### src/rtl/xor_arb_pkg.sv
// Shared types and constants for the two-requester XOR arbiter.
package xor_arb_pkg;
  localparam int NUM_REQ = 2;
  localparam int DATA_W  = 8;

  typedef enum logic {
    IDLE = 1'b0,
    HOLD = 1'b1
  } state_t;
endpackage

### src/rtl/OperacaoXor8Bits.sv
// Purely combinational 8-bit XOR datapath; zero latency, no flow control.
module OperacaoXor8Bits (
  input  logic [7:0] a,
  input  logic [7:0] b,
  output logic [7:0] s
);
  assign s = a ^ b;
endmodule

### src/rtl/xor_share_arbiter.sv
// Two requesters share one XOR datapath; result registered 1 cycle after accept, round-robin on ties.
// Backpressure: readies drop while the result is held unconsumed. Option XOR_ARB_STATS_EN adds grant counters.
module xor_share_arbiter
  import xor_arb_pkg::*;
#(
  parameter int DATA_W = xor_arb_pkg::DATA_W
) (
  input  logic              clk,
  input  logic              rst_n,
  input  logic              req0_valid,
  input  logic [DATA_W-1:0] req0_a,
  input  logic [DATA_W-1:0] req0_b,
  input  logic              req1_valid,
  input  logic [DATA_W-1:0] req1_a,
  input  logic [DATA_W-1:0] req1_b,
  output logic              req0_ready,
  output logic              req1_ready,
  output logic              res_valid,
  output logic [DATA_W-1:0] res_data,
  output logic              res_id,
  input  logic              res_ready
`ifdef XOR_ARB_STATS_EN
  ,
  output logic [7:0]        grant_cnt0,
  output logic [7:0]        grant_cnt1
`endif
);

  state_t            state;
  state_t            state_nxt;
  logic              last_grant;
  logic              sel;
  logic              grant;
  logic [DATA_W-1:0] mux_a;
  logic [DATA_W-1:0] mux_b;
  logic [DATA_W-1:0] xor_y;

  // Grant decision never looks at operands; rst_n gating keeps readies low during reset.
  always_comb begin
    sel        = (req0_valid & req1_valid) ? ~last_grant : req1_valid;
    grant      = rst_n & ((state == IDLE) | res_ready) & (req0_valid | req1_valid);
    req0_ready = grant & ~sel;
    req1_ready = grant & sel;
    mux_a      = sel ? req1_a : req0_a;
    mux_b      = sel ? req1_b : req0_b;
  end

  always_comb begin
    state_nxt = state;
    case (state)
      IDLE:    if (grant) state_nxt = HOLD;
      HOLD:    if (res_ready) state_nxt = grant ? HOLD : IDLE;
      default: state_nxt = IDLE;
    endcase
  end

  always_ff @(posedge clk or negedge rst_n) begin
    if (!rst_n) state <= IDLE;
    else        state <= state_nxt;
  end

  OperacaoXor8Bits u_xor (
    .a (mux_a),
    .b (mux_b),
    .s (xor_y)
  );

  // last_grant resets to 1 so requester 0 wins the first tie.
  always_ff @(posedge clk or negedge rst_n) begin
    if (!rst_n) begin
      res_data   <= '0;
      res_id     <= 1'b0;
      last_grant <= 1'b1;
    end else if (grant) begin
      res_data   <= xor_y;
      res_id     <= sel;
      last_grant <= sel;
    end
  end

  assign res_valid = (state == HOLD);

`ifdef XOR_ARB_STATS_EN
  always_ff @(posedge clk or negedge rst_n) begin
    if (!rst_n) begin
      grant_cnt0 <= 8'h00;
      grant_cnt1 <= 8'h00;
    end else begin
      if (req0_ready && grant_cnt0 != 8'hFF) grant_cnt0 <= grant_cnt0 + 8'h01;
      if (req1_ready && grant_cnt1 != 8'hFF) grant_cnt1 <= grant_cnt1 + 8'h01;
    end
  end
`endif

endmodule
### config.mk
export PLATFORM = sky130hd
export DESIGN_NAME = xor_share_arbiter
export DESIGN_NICKNAME = d
export VERILOG_FILES = /design/src/rtl/xor_arb_pkg.sv /design/src/rtl/OperacaoXor8Bits.sv /design/src/rtl/xor_share_arbiter.sv
export SDC_FILE = /design/constraint.sdc
export NUM_CORES = 1
export LEC_CHECK = 0
export CAP_MARGIN = 5
export CORE_MARGIN = 2
export CORE_UTILIZATION = 31
export CTS_CLUSTER_SIZE = 40
export DETAILED_ROUTE_END_ITERATION = 10
export PLACE_DENSITY = 0.72
export SKIP_CTS_REPAIR_TIMING = 1
export SLEW_MARGIN = 5
export SYNTH_ARGS = -nofsm -noshare
export SYNTH_HDL_FRONTEND = slang
export SYNTH_HIERARCHICAL = 1
export SYNTH_SLANG_ARGS = --single-unit
### constraint.sdc
create_clock -name clk -period 1.5 [get_ports clk]
set_input_delay 0.3 -clock clk [delete_from_list [all_inputs] [get_ports clk]]
set_output_delay 0.3 -clock clk [all_outputs]
set_load 0.005 [all_outputs]
; Yosys cells after proc, flatten, opt, wreduce, memory -nomap -nowiden
; Cells that the tools add are included.
[totals]
reg_bits = 11
output_inout_bits = 12
[classes]
n_mux = 6
bitwise = 11
[op_table]
columns = cell, n
row1 = $mux 8, 2
row2 = $xor 8x8->8, 1
row3 = $and 1x1->1, 5
row4 = $mux 1, 3
row5 = $not 1->1, 3
row6 = $or 1x1->1, 2
row7 = $pmux 1 s2, 1

; Longest topological paths before layout
; Gate-level depths: netlist of the first run.
[logic_depth]
ltp_word = 7
ltp_mapped = 5
mapped_depth_nobuf = 4

; Cells and area by module
; The synthesis of the first run kept the hierarchy.
[modules_own_cells]
columns = mod, n_inst, cells_per_inst, area_per_inst_um2, seq_area_each_um2
row1 = xor_share_arbiter, 1, 48, 649.4, 276.5
row2 = OperacaoXor8Bits, 1, 8, 70.1, 0.0

; Least setup slack after synthesis of the first run
; No wires, ideal clock.
[synth_path]
kind = reg2reg
startpoint = reg last_grant
endpoint = reg res_data[0]
setup_ns = 0.125
arrival_time_ns = 1.394
t_required_ns = 1.375
slack_ns = -0.018
stages_incl_launch_ff = 6
period_less_slack_ns = 1.518
path_cell_list = dfstp_2 -> a21boi_2 -> buf_4 -> mux2_2 -> xor2_1 -> mux2_2
[synth_between]
elab_chain_cells = 4
[synth_lines]
columns = element, line_no
row1 = from (decl), xor_share_arbiter.sv:31  ; logic last_grant;
row2 = from (signal assigned), xor_share_arbiter.sv:77  ; last_grant <= sel;
row3 = $not 1->1, xor_share_arbiter.sv:40  ; sel = (req0_valid & req1_valid) ? ~last_grant : req1_valid;
row4 = $mux 1, xor_share_arbiter.sv:40
row5 = $mux 8, xor_share_arbiter.sv:45  ; mux_b = sel ? req1_b : req0_b;
row6 = net mux_b[0], xor_share_arbiter.sv:35  ; logic [DATA_W-1:0] mux_b;
row7 = $xor 8x8->8, OperacaoXor8Bits.sv:7  ; assign s = a ^ b;
row8 = net xor_y[0], xor_share_arbiter.sv:36  ; logic [DATA_W-1:0] xor_y;
row9 = to (signal assigned), xor_share_arbiter.sv:75  ; res_data <= xor_y;
row10 = to (decl), xor_share_arbiter.sv:19  ; output logic [DATA_W-1:0] res_data,
; The timed path passes the listed nets, and every way through them passes these cells.
; A chain may end at the register's enable or synchronous reset.

; Worst setup path after layout of the first run
[layout_path]
startpoint = reg last_grant
endpoint = reg res_data[3]
; The elaborated chain is that of the path after synthesis.

==> results of run 1 <==
==> metal layers <==
metal,wire [um],GRT usage
met1,832,0.167
met2,912,0.251
met3,124,0.0343
met4,0,0.0513
met5,0,0
==> cell type report <==
cell class | count | area share
clock buffers | 4 | 0.0195
inverters | 2 | 0.00558
multi-input cells | 40 | 0.331
flip-flops and latches | 11 | 0.205
well taps | 28 | 0.0260
repair buffers | 56 | 0.413
==> worst min-delay path by stage <==
stage	to	slack (ps)	depth (start not counted)
finish	res_valid	20	2
CTS	res_valid	390	2
global route	res_valid	20	2
global placement	res_data[6]	490	1
floorplan	res_data[0]	4	0
detailed placement	res_data[7]	500	1
==> per-stage QoR <==
stage          setup TNS [ps]  hold slack, ps  setup WS [ps]
2_1_floorplan           -97.2            4.41          -18.3
3_3_place_gp            -6040             491           -587
3_5_place_dp            -6290             495           -624
4_1_cts                 -3750             385           -544
5_1_grt                 -1990            18.2           -241
6_report                -1170            18.0           -155
==> power groups by stage <==
| stage | logic [mW] | registers, mW | clock network, mW |
|---|---|---|---|
| floorplan | 0.208 | 0.441 | 0 |
| global placement | 0.515 | 0.434 | 0 |
| detailed placement | 0.521 | 0.437 | 0 |
| CTS | 0.523 | 0.435 | 0.207 |
| global route | 0.592 | 0.450 | 0.220 |
| finish | 0.547 | 0.438 | 0.195 |
==> Yosys cell counts <==
| cell | number |
|---|---|
| a21boi_2 | 1 |
| a21oi_2 | 1 |
| and2_1 | 1 |
| buf_4 | 2 |
| buf_6 | 1 |
| dfrtp_1 | 10 |
| dfstp_2 | 1 |
| inv_1 | 2 |
| mux2_2 | 26 |
| nor2b_1 | 1 |
| o21ai_0 | 1 |
| o21ai_2 | 1 |
| xor2_1 | 8 |
==> cells in the final DEF (no fill, tap or decap) <==
cell type        Yosys  final
clkbuf_1             0      1
o21ai_0              1      1
o21ai_2              1      1
inv_1                2      2
dfrtp_1             10     10
clkdlybuf4s50_1      0     41
xor2_1               8      8
buf_4                2      5
dfstp_2              1      1
and2_1               1      1
buf_2                0      2
mux2_4               0      7
mux2_2              26     19
a21boi_4             0      1
clkbuf_4             0      3
a21oi_2              1      1
dlymetal6s2s_1       0      6
nor2b_2              0      1
buf_6                1      2
==> state kept, by name, indices dropped and copies added, names as in the netlist <==
register,count
last_grant,1
res_data,8
res_id,1
res_valid,1
==> logic make-up after synthesis <==
kind of cell | after synthesis | synth area share
AOI/OAI and AO/OA | 4 | 0.0470
xor gates and xnor gates | 8 | 0.0974
buffers and inverters | 5 | 0.0470
DFF | 11 | 0.384
muxes | 26 | 0.407
and+or+nand+nor | 2 | 0.0174
==> critical path, stage by stage (launching register included) <==
cell	delay (ps)
dfstp_2	390
a21boi_4	210
buf_2	190
mux2_2	350
xor2_1	160
mux2_2	250
==> implementation parameters, run 1 <==
Parameter                              Value

Cells and area
  Final antenna diode count    0
  Post-route standard cell area excluding fillers    1350 sq um
  Area of the multi-input gates    445 sq um
  Share of post-route cells with drive strength above 1    0.381
  Area growth syn-to-layout    87.1%
  Reg area    277 sq um
  Total of fill cells in the finished design    201
  NumNets Final    151
  Number of cells in the finished layout apart from fillers    141
  Final standard cell utilization of the core    0.609

Routing
  Total via count after detailed routing    639
  Violation count after the first detailed-routing iteration    5
  WL/cell    13.3 um
  Via-to-Cell Ratio    4.53
  Remaining design rule violation count    0
  Number of search-and-repair iterations in the first detailed-routing pass    4
  Wire length reported by the detailed router    1870 um
  Count of nets left with antenna violations after detail routing    0

Critical path
  Timing endpoint of the critical path    res_data[3]
  Data required time at the worst endpoint    1650 ps
  Cells on worst reg2reg path    5
  Critical Path Source    last_grant
  Critical path class    register to register
  R2R Setup Slk    -160 ps
  Largest fanout on the critical path    5
  Crit path capture type    register
  Critical path startpoint category    register
  Launching point of the worst reg2reg path    last_grant
  Capture instance of the worst register-to-register path    res_data[3]
  Worst EP arrival    1810 ps

Timing
  Max Transition Viols Final    0
  Slew at the pin closest to its max-slew limit    209 ps
  Final period demand of the worst path    1660 ps
  Final hold violations    0
  Setup clock skew after layout    5.67 ps
  Timing-limited maximum frequency    604 MHz
  Final setup slack of the worst path    -155 ps
  Normalized max-slew margin    0.860
  Fin crit share    1.10
  Final setup violation count    9
  Setup repair after global routing missed its margin    true

Floorplan
  Horizontal extent of the die    52.2 um
  Chip Height    52.2 um
  Starting Density    0.325
  Die area    2720 sq um
  Core box area    2210 sq um
  Boundary pin count    49
  Number of rows in the core area    17

Clocking
  CTS tree    yes
  TritonCTS Buffers    3
  Clock sink total    11
  Max H-tree Level    1
  Max Root-Sink Buffers    2
  Root buffer cell    clkbuf_4
  Insertion delay to the later sink of the worst-skew pair    260 ps
  CTS clk-pin slew, worst paths    70 ps

Global route
  Pin count of the biggest net entering global routing    12
  GR Util All Layers    0.143
  Vias in the first global route    675
  Wire length of the first global-routing pass    2820 um
  Initial antenna violation count    0
  Total grt overflow    0

Logic synthesis
  Synth top area share    0.407
  Post-synthesis instance total    56
  Sequential element share of the synthesized area    0.384
  Total of warnings raised by yosys    6
  Flip-flop and latch count after synthesis    11
  Distinct cell type count after synthesis    13
  Top area cells in the synthesized netlist    mux2_2 (41%), dfrtp_1 (35%), xor2_1 (9.7%), dfstp_2 (3.7%), buf_4 (2.1%)
  Combined area of all synthesized cells    719 sq um
  Synthesized area per cell    12.8 sq um
  Net Count, Synth    93
  Library cell with the largest summed area after synthesis    mux2_2

Power
  Pwr Density    876 nW/um^2
  Power Total    1.18 mW
  Share of power burned in registers    0.371
  P_int    0.882 mW
  Leakage power figure    0.627 nW
  Sw Pwr    0.297 mW
  Clock Power Share    0.165
  Combinational group share of total power    0.464
  Switching power share of the total    0.252
  Max VDD drop    0.609 mV

Placed design
  Post-detail-place hpwl    1420 um
  Placed cell count    136
  Count of input and output buffers    48
  Weighted congestion at the end of routability-driven global placement    0.662
  Cell area reported after detailed placement    1260 sq um

Min path
  Hold/Removal Path Class    primary input to async pin

Flow run
  Max Cap Violations    0

Run status
  Violated checks    setup timing
  Status    finished, violations left
Power figures use the tool's default switching activity.
==> run 2, diff against run 1 <==
--- a/config.mk
+++ b/config.mk
@@ -10,6 +10,7 @@
 export CORE_UTILIZATION = 31
 export CTS_CLUSTER_SIZE = 40
 export DETAILED_ROUTE_END_ITERATION = 10
+export HOLD_SLACK_MARGIN = 0.12
 export PLACE_DENSITY = 0.72
 export SKIP_CTS_REPAIR_TIMING = 1
 export SLEW_MARGIN = 5
==> run 2 against run 1 <==
Effect of this change:
- the run still ends with setup timing left
- first-iteration DRC count did not move
- sequential power is essentially flat
- critical endpoint unchanged
- core utilization up 0.45 points
- clock power about the same
- critical path depth stayed put
- non-clock buffer count is 1 higher
- die area did not move
- register-to-register slack improved by 20 ps
- maximum frequency grew 1.0%
- clock-buffer cell count unchanged
- cell count up 0.71%
==> implementation parameters, run 2 (synthesis results as in run 1) <==
Parameter                              Value

Critical path
  Worst EP arrival    1790 ps (-20 ps)
  R2R Setup Slk    -140 ps (+20 ps)
  Capture instance of the worst register-to-register path    res_data[3]
  Critical path class    register to register
  Biggest cell delay along the critical path    390 ps (about the same)
  Critical path startpoint category    register
  Crit path capture type    register
  Launching point of the worst reg2reg path    last_grant
  Crit-path slowest cell    dfstp_2
  Most frequent cell on the critical path    mux2_2
  Cells on worst reg2reg path    5 (unchanged)
  Cell chain of the critical path    a21boi_4 > buf_2 > mux2_2 > xor2_1 > mux2_2
  Largest fanout on the critical path    5 (unchanged)
  Data required time at the worst endpoint    1650 ps (about the same)

Global route
  Vias in the first global route    675 (unchanged)
  Initial antenna violation count    0 (unchanged)
  GR Util All Layers    0.143 (unchanged)
  Wire length of the first global-routing pass    2820 um (unchanged)
  Pin count of the biggest net entering global routing    12 (unchanged)
  Total grt overflow    0 (unchanged)

Timing
  Final setup violation count    9 (unchanged)
  Fin crit share    1.09 (-0.0115)
  Normalized max-slew margin    0.868 (+0.00802)
  Final hold violations    0 (unchanged)
  Setup TNS    -1040 ps (+133 ps)
  Setup clock skew after layout    5.92 ps (+0.249 ps)
  Slew at the pin closest to its max-slew limit    197 ps (-12.0 ps)
  Final setup slack of the worst path    -138 ps (+17.2 ps)
  Final period demand of the worst path    1640 ps (-17.2 ps)
  Setup repair after global routing missed its margin    true
  Max Transition Viols Final    0 (unchanged)
  Timing-limited maximum frequency    611 MHz (+1.0%)

Run status
  Violated checks    setup timing
  Status    finished, violations left

Flow run
  Max Cap Violations    0 (unchanged)

Min path
  Hold worst-path end    res_valid
  Hold/Removal Path Class    primary input to register
  Worst Hold Depth    2
  Worst Min Path Start    res_ready

Cells and area
  Area growth syn-to-layout    88.5%
  Leading cell types in the layout, fill and taps excluded    clkdlybuf4s50_1 (41), mux2_2 (19), dfrtp_1 (10)
  Commonest non-fill, non-tap cell in the layout    clkdlybuf4s50_1
  NumNets Final    152 (+0.66%)
  Register containing the most flip-flops in the final layout    res_data
  Final antenna diode count    0 (unchanged)
  Total of fill cells in the finished design    202 (+0.50%)
  Share of post-route cells with drive strength above 1    0.377 (-0.00334)
  Number of flip-flops under the largest register name    8 (unchanged)

Routing
  Total via count after detailed routing    640 (+0.16%)
  Wire length reported by the detailed router    1880 um (+0.37%)
  Count of nets left with antenna violations after detail routing    0 (unchanged)
  WL/cell    13.2 um (-0.33%)
  Violation count after the first detailed-routing iteration    5 (unchanged)
  Number of search-and-repair iterations in the first detailed-routing pass    4 (unchanged)
  Remaining design rule violation count    0 (unchanged)
  Via-to-Cell Ratio    4.51 (-0.55%)

Power
  Power Total    1.18 mW (about the same)
  Leakage power figure    0.631 nW (+0.67%)
  Max VDD drop    0.609 mV (about the same)
  Pwr Density    870 nW/um^2 (-0.65%)

Clocking
  CTS clk-pin slew, worst paths    70 ps (about the same)
  TritonCTS Buffers    3 (unchanged)
  Root buffer cell    clkbuf_4
  Clock sink total    11 (unchanged)
  Max H-tree Level    1 (unchanged)
  Insertion delay to the later sink of the worst-skew pair    260 ps (about the same)
  CTS tree    yes
  Max Root-Sink Buffers    2 (unchanged)

Placed design
  Count of input and output buffers    48 (unchanged)
  Weighted congestion at the end of routability-driven global placement    0.662 (unchanged)
  Post-detail-place hpwl    1420 um (unchanged)

Floorplan
  Chip Height    52.2 um (unchanged)
  Core box area    2210 sq um (unchanged)
  Boundary pin count    49 (unchanged)
  Number of rows in the core area    17 (unchanged)
  Die area    2720 sq um (unchanged)
  Starting Density    0.325 (unchanged)
  Horizontal extent of the die    52.2 um (unchanged)
run 2: changes by cell type in the layout (fill, tap and decap cells not counted), sizes merged:
cell         previous run  this run
dlygate4sd3             0         1
run 2: cell type report:
cell class,count,area (sq um),area share
flip-flops and latches,11,277,0.204
well taps,28,35.0,0.0258
multi-input cells,40,445,0.328
clock buffers,4,26.3,0.0194
inverters,2,7.51,0.00554
repair buffers,57,566,0.417
run 2: worst max path at each step:
stage                from          end  cells after the start
6_report       last_grant  res_data[3]                      5
5_1_grt        last_grant  res_data[0]                      5
4_1_cts        req0_valid   req0_ready                      5
3_5_place_dp   req1_valid  res_data[0]                      6
3_3_place_gp   req1_valid  res_data[3]                      6
2_1_floorplan  last_grant  res_data[0]                      5
run 2: worst max-delay path, delay by kind of cell (launching register included):
family | cells | cell delay [ps]
muxes | 2 | 600
AOI/OAI and AO/OA | 1 | 200
DFF | 1 | 390
xor gates and xnor gates | 1 | 160
buffers and inverters | 1 | 190
run 2: power by group:
group / switching, mW / total (mW) / internal, mW / leakage (nW)
combinational: 0.155 / 0.548 / 0.394 / 0.488
clock: 0.0927 / 0.195 / 0.103 / 0.0150
sequential: 0.0491 / 0.437 / 0.388 / 0.128
total: 0.297 / 1.18 / 0.884 / 0.631
run 2: stage by stage:
step | utilization | instances | hold WS [ps] | setup slack (ps) | instance area (sq um)
finish | 0.613 | 142 | 281 | -138 | 1360
global route | 0.613 | 142 | 299 | -224 | 1360
CTS | 0.582 | 140 | 385 | -544 | 1290
detailed placement | 0.570 | 136 | 495 | -624 | 1260
global placement | 0.570 | 136 | 491 | -587 | 1260
floorplan | - | 56 | 4.41 | -18.3 | 719
run 2: routing by layer:
metal | global-route usage | part of all wire | vias up
met5 | 0 | 0 | -
met4 | 0.0513 | 0 | 0
met3 | 0.0343 | 0.074 | 0
met2 | 0.251 | 0.49 | 31
met1 | 0.167 | 0.44 | 293
li1 | - | - | 316
==> run 3, diff against run 2 <==
--- a/config.mk
+++ b/config.mk
@@ -5,16 +5,16 @@
 export SDC_FILE = /design/constraint.sdc
 export NUM_CORES = 1
 export LEC_CHECK = 0
+export ABC_AREA = 1
 export CAP_MARGIN = 5
 export CORE_MARGIN = 2
-export CORE_UTILIZATION = 31
+export CORE_UTILIZATION = 33
 export CTS_CLUSTER_SIZE = 40
 export DETAILED_ROUTE_END_ITERATION = 10
 export HOLD_SLACK_MARGIN = 0.12
-export PLACE_DENSITY = 0.72
+export PLACE_DENSITY = 0.71
 export SKIP_CTS_REPAIR_TIMING = 1
 export SLEW_MARGIN = 5
 export SYNTH_ARGS = -nofsm -noshare
 export SYNTH_HDL_FRONTEND = slang
-export SYNTH_HIERARCHICAL = 1
 export SYNTH_SLANG_ARGS = --single-unit
==> run 3 against run 2 <==
Effect of this change:
- the flow now finishes without violations
- via count rose by 64%
- global-route usage rose by 1.3 points
- first-iteration DRC count rose by 20%
- clock-buffer cell count did not move
- cell count rose by 72%
- sequential share of layout area fell by 1.8 points
- sequential power fell by 11%
- worst hold slack got worse by 150 ps
- routed wire length rose by 12%
- die area rose by 8.4%
- critical path depth rose by 2
- critical endpoint is now req1_ready
- highest routed layer is now met4
==> implementation parameters, run 3 <==
Parameter                              Value

Logic synthesis
  Leading cell type by number of instances after synthesis    nand2_1
  Post-synth top cells    nand2_1 (88), inv_1 (36), dfrtp_1 (10)
  Flip-flop and latch count after synthesis    11 (unchanged)
  Async set-reset flop share out of synthesis    1.00 (unchanged)
  Synthesized area per cell    5.54 sq um (-57%)
  Number of synthesized flops with an enable pin    0 (unchanged)
  Synth top area share    0.395 (-0.0117)
  Combined area of all synthesized cells    836 sq um (+16%)
  Total of warnings raised by yosys    0 (-6)
  Distinct cell type count after synthesis    12 (-1)
  Sequential element share of the synthesized area    0.331 (-0.0535)
  Prevailing post-synth register cell    dfrtp_1
  Net Count, Synth    188 (+100%)
  Post-synthesis instance total    151 (+170%)
  Top area cells in the synthesized netlist    nand2_1 (40%), dfrtp_1 (30%), inv_1 (16%), nand3_1 (4.8%), dfstp_2 (3.1%)
  Library cell with the largest summed area after synthesis    nand2_1

Routing
  WL/cell    8.64 um (-35%)
  Count of nets left with antenna violations after detail routing    0 (unchanged)
  Via-to-Cell Ratio    4.31 (-4.4%)
  Violation count after the first detailed-routing iteration    6 (+1)
  Top routing layer in use    met4
  Met2 wire length    1150 um (+25%)
  Wire length reported by the detailed router    2110 um (+12%)
  Remaining design rule violation count    0 (unchanged)
  Number of search-and-repair iterations in the first detailed-routing pass    4 (unchanged)
  M1 WL    782 um (-4.5%)
  Total via count after detailed routing    1,051 (+64%)
  Met3 WL    167 um (+20%)

Placed design
  Placed cell count    238 (+75%)
  Worst Setup Slack post-DPL    -564 ps (+59.5 ps)
  Count of input and output buffers    48 (unchanged)
  Post-detail-place hpwl    1840 um (+30%)
  Weighted congestion at the end of routability-driven global placement    0.668 (+0.97%)

Floorplan
  Chip Height    54.3 um (+4.1%)
  Core box area    2430 sq um (+10%)
  Die area    2950 sq um (+8.4%)
  Horizontal extent of the die    54.3 um (+4.1%)
  Starting Density    0.344 (+0.0184)
  Number of rows in the core area    18 (+1)
  Boundary pin count    49 (unchanged)

Timing
  Final hold violations    0 (unchanged)
  Setup repair after global routing missed its margin    true
  Final setup violation count    0 (-9)
  Fin crit share    0.992 (-0.0995)
  Slew at the pin closest to its max-slew limit    449 ps (+253 ps)
  Max Transition Viols Final    0 (unchanged)
  Timing-limited maximum frequency    672 MHz (+10%)
  Setup clock skew after layout    3.56 ps (-2.36 ps)
  Normalized max-slew margin    0.699 (-0.169)
  Final period demand of the worst path    1490 ps (-149 ps)
  Final setup slack of the worst path    11.4 ps (+149 ps)

Global route
  Vias in the first global route    897 (+33%)
  Initial antenna violation count    0 (unchanged)
  Wire length of the first global-routing pass    3280 um (+16%)
  GR Util All Layers    0.156 (+0.0131)
  Total grt overflow    0 (unchanged)
  Pin count of the biggest net entering global routing    12 (unchanged)

Critical path
  Launching point of the worst reg2reg path    last_grant
  R2R Setup Slk    300 ps (+440 ps)
  Worst EP arrival    1190 ps (-600 ps)
  Data required time at the worst endpoint    1200 ps (-450 ps)
  Capture instance of the worst register-to-register path    res_data[6]
  Crit path capture type    output pin
  Critical path startpoint category    register
  Largest fanout on the critical path    4 (-1)
  Cells on worst reg2reg path    7 (+2)
  Critical path class    register to output pin

Cells and area
  Share of post-route cells with drive strength above 1    0.117 (-0.260)
  Commonest non-fill, non-tap cell in the layout    nand2_1
  Area growth syn-to-layout    78.1%
  Final standard cell utilization of the core    0.612 (-0.000982)
  Number of flip-flops under the largest register name    8 (unchanged)
  Final antenna diode count    0 (unchanged)
  Register containing the most flip-flops in the final layout    res_data
  Leading cell types in the layout, fill and taps excluded    nand2_1 (87), clkdlybuf4s50_1 (42), inv_1 (34)
  Number of cells in the finished layout apart from fillers    244 (+72%)
  NumNets Final    252 (+66%)

Clocking
  TritonCTS Buffers    3 (unchanged)
  Root buffer cell    clkbuf_4
  Insertion delay to the later sink of the worst-skew pair    260 ps (about the same)
  Clock sink total    11 (unchanged)
  CTS tree    yes
  Max Root-Sink Buffers    2 (unchanged)
  Max H-tree Level    1 (unchanged)
  CTS clk-pin slew, worst paths    60 ps (about the same)

Power
  Share of power burned in registers    0.383 (+0.013)
  P_int    0.724 mW (-18%)
  Max VDD drop    0.597 mV (-1.9%)
  Sw Pwr    0.289 mW (-2.5%)
  Switching power share of the total    0.285 (+0.0341)
  Combinational group share of total power    0.428 (-0.037)
  Pwr Density    680 nW/um^2 (-22%)
  Leakage power figure    0.907 nW (+44%)
  Clock Power Share    0.189 (+0.024)

Run status
  Status    complete, no violations

Flow run
  Max Cap Violations    0 (unchanged)

Min path
  Hold/Removal Path Class    primary input to async pin
run 3: cell type report:
type	count	area, sq um
inverters	37	139
clock buffers	4	26.3
multi-input cells	102	414
fillers	241	943
repair buffers	60	596
well taps	30	37.5
flip-flops and latches	11	277
run 3: critical path, cell delays in order, from the launching register on:
cell     delay [ps]
dfrtp_1         400
inv_2            70
nor2_2           40
nor2_4          130
buf_6           110
nand2_2          50
inv_2            60
buf_6            80
run 3: metal layers:
metal / GRT usage / vias up
met3: 0.0574 / 2
met2: 0.317 / 32
met4: 0.0250 / 0
li1: - / 563
met5: 0 / -
met1: 0.146 / 454
run 3: how the worst max path moves through the flow:
stage / start / slack (ps) / cells after the start / endpoint
floorplan: res_valid / 240 / 6 / req0_ready
finish: res_valid / 10 / 7 / req1_ready
detailed placement: req1_valid / -560 / 8 / req0_ready
global placement: req1_valid / -540 / 8 / req0_ready
global route: res_valid / -80 / 7 / req1_ready
CTS: req1_valid / -580 / 8 / req0_ready
run 3: cells by family (layout without fill, tap and decap cells):
kind of cell,Yosys count,in the layout,synth area share
and+or+nand+nor,100,100,0.473
DFF,11,11,0.331
AOI/OAI and AO/OA,2,2,0.0165
buffers and inverters,38,101,0.180
run 3: per-stage QoR:
step                      hold WS, ps  setup TNS [ps]  area, sq um  power [mW]
final                             136               0         1490        1.01
after global routing              133            -130         1490        1.10
after CTS                         401           -1140         1460        1.02
after detailed placement          460           -1760         1430       0.826
after global placement            458           -1260         1430       0.811
after floorplan                  4.41               0          836       0.536
run 3: power groups by stage:
stage               clock (mW)  sequential [mW]  combinational, mW
floorplan                    0            0.394              0.142
global placement             0            0.390              0.421
detailed placement           0            0.393              0.433
CTS                      0.202            0.388              0.435
global route             0.217            0.394              0.484
finish                   0.192            0.388              0.434
